[src/rtl/fpu_defs_pkg.sv]
// Shared COP1 definitions used by the FPU and its issue stage: opcode and
// format encodings, the NOP word, the tracker-slot layout and the decoder.
package fpu_defs;

  localparam logic [5:0]  OP_COP1  = 6'h11;
  localparam logic [4:0]  FMT_MF   = 5'h00;
  localparam logic [4:0]  FMT_MT   = 5'h04;
  localparam logic [31:0] NOP_WORD = 32'h0000_0000;

  // One pipeline-tracker slot. dst holds the FPR pair index reg[4:1].
  typedef struct packed {
    logic       valid;
    logic       dst_v;
    logic [3:0] dst;
    logic       mfc;
    logic       mtc;
    logic [4:0] rt;
  } trk_slot_t;

  // Decoded view of an instruction: FPR pair sources plus its tracker slot.
  typedef struct packed {
    logic       src_a_v;
    logic [3:0] src_a;
    logic       src_b_v;
    logic [3:0] src_b;
    trk_slot_t  slot;
  } dec_t;

  // Field extraction mirrors the FPU decoder. Non-COP1 words and COP1 forms
  // that are neither moves nor arithmetic get no source and no destination.
  function automatic dec_t decode(input logic [31:0] inst);
    dec_t       d;
    logic       cop1;
    logic       low_zero;
    logic [4:0] fmt;
    logic [4:0] ft;
    logic [4:0] fs;
    logic [4:0] fd;
    d          = '0;
    d.slot.valid = 1'b1;
    cop1       = (inst[31:26] == OP_COP1);
    low_zero   = (inst[10:0] == 11'h0);
    fmt        = inst[25:21];
    ft         = inst[20:16];
    fs         = inst[15:11];
    fd         = inst[10:6];
    if (cop1 && fmt == FMT_MF && low_zero) begin
      d.src_a_v  = 1'b1;
      d.src_a    = fs[4:1];
      d.slot.mfc = 1'b1;
      d.slot.rt  = ft;
    end else if (cop1 && fmt == FMT_MT && low_zero) begin
      d.slot.dst_v = 1'b1;
      d.slot.dst   = fs[4:1];
      d.slot.mtc   = 1'b1;
      d.slot.rt    = ft;
    end else if (cop1 && fmt[4]) begin
      d.src_a_v    = 1'b1;
      d.src_a      = fs[4:1];
      d.src_b_v    = 1'b1;
      d.src_b      = ft[4:1];
      d.slot.dst_v = 1'b1;
      d.slot.dst   = fd[4:1];
    end
    return d;
  endfunction

endpackage

[src/rtl/fpu_inst_fifo.sv]
// DEPTH x W synchronous instruction FIFO with flush. The head word is shown
// combinationally; pushes into a full FIFO and pops from an empty one are ignored.
module fpu_inst_fifo #(
  parameter int DEPTH = 4,
  parameter int W     = 32
) (
  input  logic         clk,
  input  logic         rst,
  input  logic         push,
  input  logic [W-1:0] push_data,
  input  logic         pop,
  input  logic         flush,
  output logic [W-1:0] head,
  output logic         full,
  output logic         empty
);

  localparam int PTR_W = $clog2(DEPTH);

  logic [W-1:0]     mem [DEPTH];
  logic [PTR_W-1:0] rd_ptr;
  logic [PTR_W-1:0] wr_ptr;
  logic [PTR_W:0]   count;
  logic             do_push;
  logic             do_pop;

  assign full    = (count == (PTR_W+1)'(DEPTH));
  assign empty   = (count == '0);
  assign do_push = push && !full && !flush;
  assign do_pop  = pop && !empty && !flush;
  assign head    = mem[rd_ptr];

  // Storage array.
  // NOTE: the data array has no reset; count and pointers alone say which entries are live.
  always_ff @(posedge clk) begin
    if (do_push) mem[wr_ptr] <= push_data;
  end

  // Pointers and occupancy; flush empties, pointers wrap naturally.
  always_ff @(posedge clk) begin
    if (rst || flush) begin
      rd_ptr <= '0;
      wr_ptr <= '0;
      count  <= '0;
    end else begin
      if (do_push) wr_ptr <= wr_ptr + PTR_W'(1);
      if (do_pop)  rd_ptr <= rd_ptr + PTR_W'(1);
      case ({do_push, do_pop})
        2'b10:   count <= count + (PTR_W+1)'(1);
        2'b01:   count <= count - (PTR_W+1)'(1);
        default: count <= count;
      endcase
    end
  end

endmodule

[src/rtl/fpu_issue.sv]
// Issue stage in front of the FPU. Buffers COP1 words, issues one per cycle,
// inserts NOP bubbles on FPR RAW hazards against the ID and EX slots, freezes
// under fpu_hold and steers the GPR port for MFC1/MTC1 in WB.
module fpu_issue #(
  parameter int DEPTH = 4,
  parameter int CNT_W = 16
) (
  input  logic             clk,
  input  logic             rst,
  input  logic             in_valid,
  input  logic [31:0]      in_inst,
  output logic             in_ready,
  input  logic             flush,
  input  logic             fpu_hold,
  output logic [31:0]      fpu_inst,
  output logic             wb_mfc_we,
  output logic [4:0]       wb_gpr_waddr,
  output logic [4:0]       wb_gpr_raddr,
  output logic             busy,
  output logic [CNT_W-1:0] bubble_cnt
);

  import fpu_defs::*;

  logic [31:0]      head;
  logic             fifo_full;
  logic             fifo_empty;
  logic             push;
  dec_t             head_dec;
  trk_slot_t        id_q;
  trk_slot_t        ex_q;
  trk_slot_t        wb_q;
  logic [31:0]      inst_q;
  logic [CNT_W-1:0] bub_q;
  logic             blocked;
  logic             issue_ok;
  logic             bubble;
  logic             wb_unused_ok;

  assign push     = in_valid && in_ready;
  assign in_ready = !fifo_full;
  assign head_dec = decode(head);

  fpu_inst_fifo #(.DEPTH(DEPTH), .W(32)) u_fifo (
    .clk       (clk),
    .rst       (rst),
    .push      (push),
    .push_data (in_inst),
    .pop       (issue_ok),
    .flush     (flush),
    .head      (head),
    .full      (fifo_full),
    .empty     (fifo_empty)
  );

  // Hazard check of the head against ID and EX; WB writes the FPR at the issue edge.
  // NOTE: every output of an always_comb gets a default first so no latch is inferred.
  always_comb begin
    blocked  = 1'b0;
    issue_ok = 1'b0;
    bubble   = 1'b0;
    if (head_dec.src_a_v &&
        ((id_q.valid && id_q.dst_v && id_q.dst == head_dec.src_a) ||
         (ex_q.valid && ex_q.dst_v && ex_q.dst == head_dec.src_a)))
      blocked = 1'b1;
    if (head_dec.src_b_v &&
        ((id_q.valid && id_q.dst_v && id_q.dst == head_dec.src_b) ||
         (ex_q.valid && ex_q.dst_v && ex_q.dst == head_dec.src_b)))
      blocked = 1'b1;
    if (!fpu_hold && !flush && !fifo_empty) begin
      issue_ok = !blocked;
      bubble   = blocked;
    end
  end

  // Tracker shift, issue register and saturating bubble counter; all frozen on hold.
  // NOTE: sequential state uses non-blocking assignments so every slot samples pre-edge values.
  always_ff @(posedge clk) begin
    if (rst) begin
      inst_q <= NOP_WORD;
      id_q   <= '0;
      ex_q   <= '0;
      wb_q   <= '0;
      bub_q  <= '0;
    end else if (!fpu_hold) begin
      wb_q <= ex_q;
      ex_q <= id_q;
      if (issue_ok) begin
        id_q   <= head_dec.slot;
        inst_q <= head;
      end else begin
        id_q   <= '0;
        inst_q <= NOP_WORD;
      end
      if (bubble && bub_q != '1) bub_q <= bub_q + CNT_W'(1);
    end
  end

  assign fpu_inst     = inst_q;
  assign bubble_cnt   = bub_q;
  assign wb_mfc_we    = wb_q.valid && wb_q.mfc;
  assign wb_gpr_waddr = wb_q.rt;
  assign wb_gpr_raddr = (wb_q.valid && wb_q.mtc) ? wb_q.rt : 5'd0;
  assign busy         = !fifo_empty || id_q.valid || ex_q.valid || wb_q.valid;
  assign wb_unused_ok = ^{wb_q.dst_v, wb_q.dst};

endmodule
[config.mk]
export PLATFORM = sky130hd
export DESIGN_NAME = fpu_issue
export DESIGN_NICKNAME = d
export VERILOG_FILES = /design/src/rtl/fpu_defs_pkg.sv /design/src/rtl/fpu_inst_fifo.sv /design/src/rtl/fpu_issue.sv
export SDC_FILE = /design/constraint.sdc
export NUM_CORES = 1
export LEC_CHECK = 0
export BUFFER_PORTS_ARGS = -buffer_cell sky130_fd_sc_hd__buf_2
export CORE_ASPECT_RATIO = 1.1
export CORE_MARGIN = 5
export CORE_UTILIZATION = 62
export CTS_BUF_LIST = sky130_fd_sc_hd__clkbuf_2
export DETAILED_ROUTE_END_ITERATION = 8
export PLACE_DENSITY = 0.84
export RECOVER_POWER = 25
export SLEW_MARGIN = 20
export SYNTH_ARGS = -nofsm -noshare
export SYNTH_HDL_FRONTEND = slang
export SYNTH_SLANG_ARGS = --single-unit
[constraint.sdc]
create_clock -name clk -period 8.4 [get_ports clk]
set_clock_uncertainty 0.05 [all_clocks]
set_input_delay 0.42 -clock clk [delete_from_list [all_inputs] [get_ports clk]]
set_output_delay 0.42 -clock clk [all_outputs]
set_load 0.02 [all_outputs]
==> results.json <==
{
  "status": "finished clean",
  "maxCapViolCount": 0,
  "die_height_um": 133.7,
  "syn_inst": 582,
  "avgSynthCellArea_sq_um": 14.83,
  "grt_max_degree": 58,
  "cp-end-kind": "flip-flop",
  "rsz0062_at_grt": "no",
  "period_share": 0.4915,
  "drt_wl_total_um": 18030,
  "path_max_fanout": 32,
  "ys_seq_area_frac": 0.6566,
  "cts_made_buffers": 50,
  "synth_nets": 626,
  "route.vias.total": 5516,
  "ir_drop_uv": 130.2,
  "final_hold_viol_count": 0,
  "gp_congestion": 0.8278,
  "io_buffer_count": 97,
  "cp.arrival_ps": 4730,
  "crit_required_ps": 9010,
  "drc": 0,
  "path_clk_slew_ps": 110,
  "grt_usage": 0.2250,
  "max_freq_ghz": 0.2422,
  "die_x_um": 122.5,
  "tns_ps": 0,
  "cts_tree": "done",
  "boundaryPins": 98,
  "htreeDepth": 2,
  "p_per_area_mw_per_mm2": 188.3,
  "ys_async_sr_fraction": 0,
  "antenna_found_initial": 1,
  "syn_area_sq_mm": 0.008628,
  "coreArea_sq_mm": 0.01374,
  "dr_wl_met2_um": 9514,
  "grt_pass1_vias": 5749,
  "clock_sinks": 219,
  "worstMarginPinSlew_ps": 834.3,
  "critPathLaunchType": "flip-flop",
  "layout_common_cells": "128 x edfxtp_1, 90 x dfxtp_1, 81 x clkbuf_2, 69 x buf_2, 46 x nor2_1",
  "final_max_slew_viol_count": 0,
  "root_buffer": "clkbuf_2",
  "fin_crit_ps": 4129,
  "synth_ff_type": "edfxtp_1",
  "hp-class": "input port to flip-flop",
  "wl_met1_um": 7285,
  "rows": 45,
  "synth_cell_type_count": 50,
  "final_common_cell": "edfxtp_1",
  "drt_iter0_drc": 412,
  "dr.pass1.iters": 5,
  "layout.nets": 787,
  "antenna_left": 0,
  "setup_viol": 0,
  "die_area_sq_mm": 0.01638,
  "cts_buffer_depth": 3,
  "power_mw": 1.888,
  "top_layer": "met4",
  "overflow": 0,
  "crit_type": "flip-flop to flip-flop",
  "yosysWarnings": 0,
  "met3_length_um": 941,
  "avgRoutedWirePerCell_um": 18.57,
  "vias_per_cell": 5.681,
  "synth_edf_count": 128,
  "dp_hpwl_um": 11660,
  "leakage_nw": 3.735,
  "drive_above_1_share": 0.2775,
  "slew_headroom": 0.4438,
  "area_growth_pct": 16.21,
  "ys_ff_latch": 219,
  "clock_latency_ps": 790,
  "grt_pass1_wl_um": 28720,
  "start_util": 0.6281
}
## layer usage
layer / track usage / up-vias
met2: 0.3938 / 178
met4: 0.07716 / 0
met3: 0.05011 / 23
met5: 0 / -
li1: - / 2584
met1: 0.2744 / 2731
## through the flow
stage,utilization,hold slack [ps],cell area (sq um),std cells,setup slack [ps]
final,0.7299,192.4,10030,971,4271
after global routing,0.7299,155.7,10030,971,3934
after CTS,0.7322,106.4,10060,970,4229
after detailed placement,0.6739,393.7,9258,844,4228
after global placement,0.6739,392.0,9258,844,4347
after floorplan,-,369.1,8628,582,5027
## power breakdown
part | internal, mW | total (mW) | switching, mW | leakage (nW)
logic | 0.0394 | 0.0967 | 0.0572 | 1.48
registers | 1.15 | 1.15 | 0.00529 | 1.90
clock network | 0.253 | 0.637 | 0.384 | 0.356
## Yosys cell counts (all sizes together), types with 16 or more instances
library cell / instances / share of area
nand3: 22 / 0.013
buf: 16 / 0.013
mux2i: 21 / 0.024
a22o: 29 / 0.029
a21oi: 18 / 0.013
clkbuf: 17 / 0.0074
nor2: 47 / 0.020
dfxtp: 91 / 0.21
nand2: 21 / 0.0091
edfxtp: 128 / 0.45
mux4: 32 / 0.084
xnor2: 17 / 0.017
## path summary, 6_finish.rpt
path	startpoint	cells after the start	slack, ps	to
hold reg to reg	id_q[2]$_SDFFE_PP0N_	2	410	id_q[2]$_SDFFE_PP0N_
hold / removal	rst	3	190	ex_q[3]$_SDFFE_PP0N_
setup reg to reg	flip-flop	8	4270	bubble_cnt[4]$_SDFFE_PP0P_
setup / recovery	flip-flop	8	4270	bubble_cnt[4]$_SDFFE_PP0P_
## sequential cells by signal (all words and copies together), names as in the netlist, named ones only
name and flops:
u_fifo.mem 128, fpu_inst 32, bubble_cnt 16, ex_q 13, id_q 13, wb_gpr_waddr 5, u_fifo.count 3, wb_q 3
u_fifo.rd_ptr 2, u_fifo.wr_ptr 2
## worst max-delay path, stage by stage, from the launching register on
cell,delay [ps]
dfxtp_2,320
buf_4,510
mux4_2,590
nor4_1,440
nand4_1,250
or3_1,450
or3b_1,730
a211oi_2,310
mux2_1,350
## cell type report
cell class                      instances  area [sq um]
Sequential cell                       219          5667
Antenna cell                            1         2.502
Multi-Input combinational cell        321          2761
Clock buffer                           81         405.4
Clock inverter                         10         46.29
Inverter                                9         33.78
Fill cell                             953          3711
Tap cell                              188         235.2
Timing Repair Buffer                  142         875.8
## repair_timing
item	CTS	global route
gates resized for setup	0	0
hold buffers	35	0
setup buffers	0	0
hold endpoints to repair	135	0
## kinds of logic (layout without fill, tap and decap cells)
kind of cell             after synthesis  in the layout  synth area share
flip-flops                           219            219            0.6566
multiplexers                          68             68            0.1275
buffers and inverters                 42            242           0.02407
AO/OA/AOI/OAI                         83             83           0.07787
other                                  0              1                 0
AND/OR/NAND/NOR                      144            144           0.08367
adder cells (fa/ha/maj)                7              7           0.01102
XOR/XNOR                              19             19           0.01929
Power figures use the tool's default switching activity.
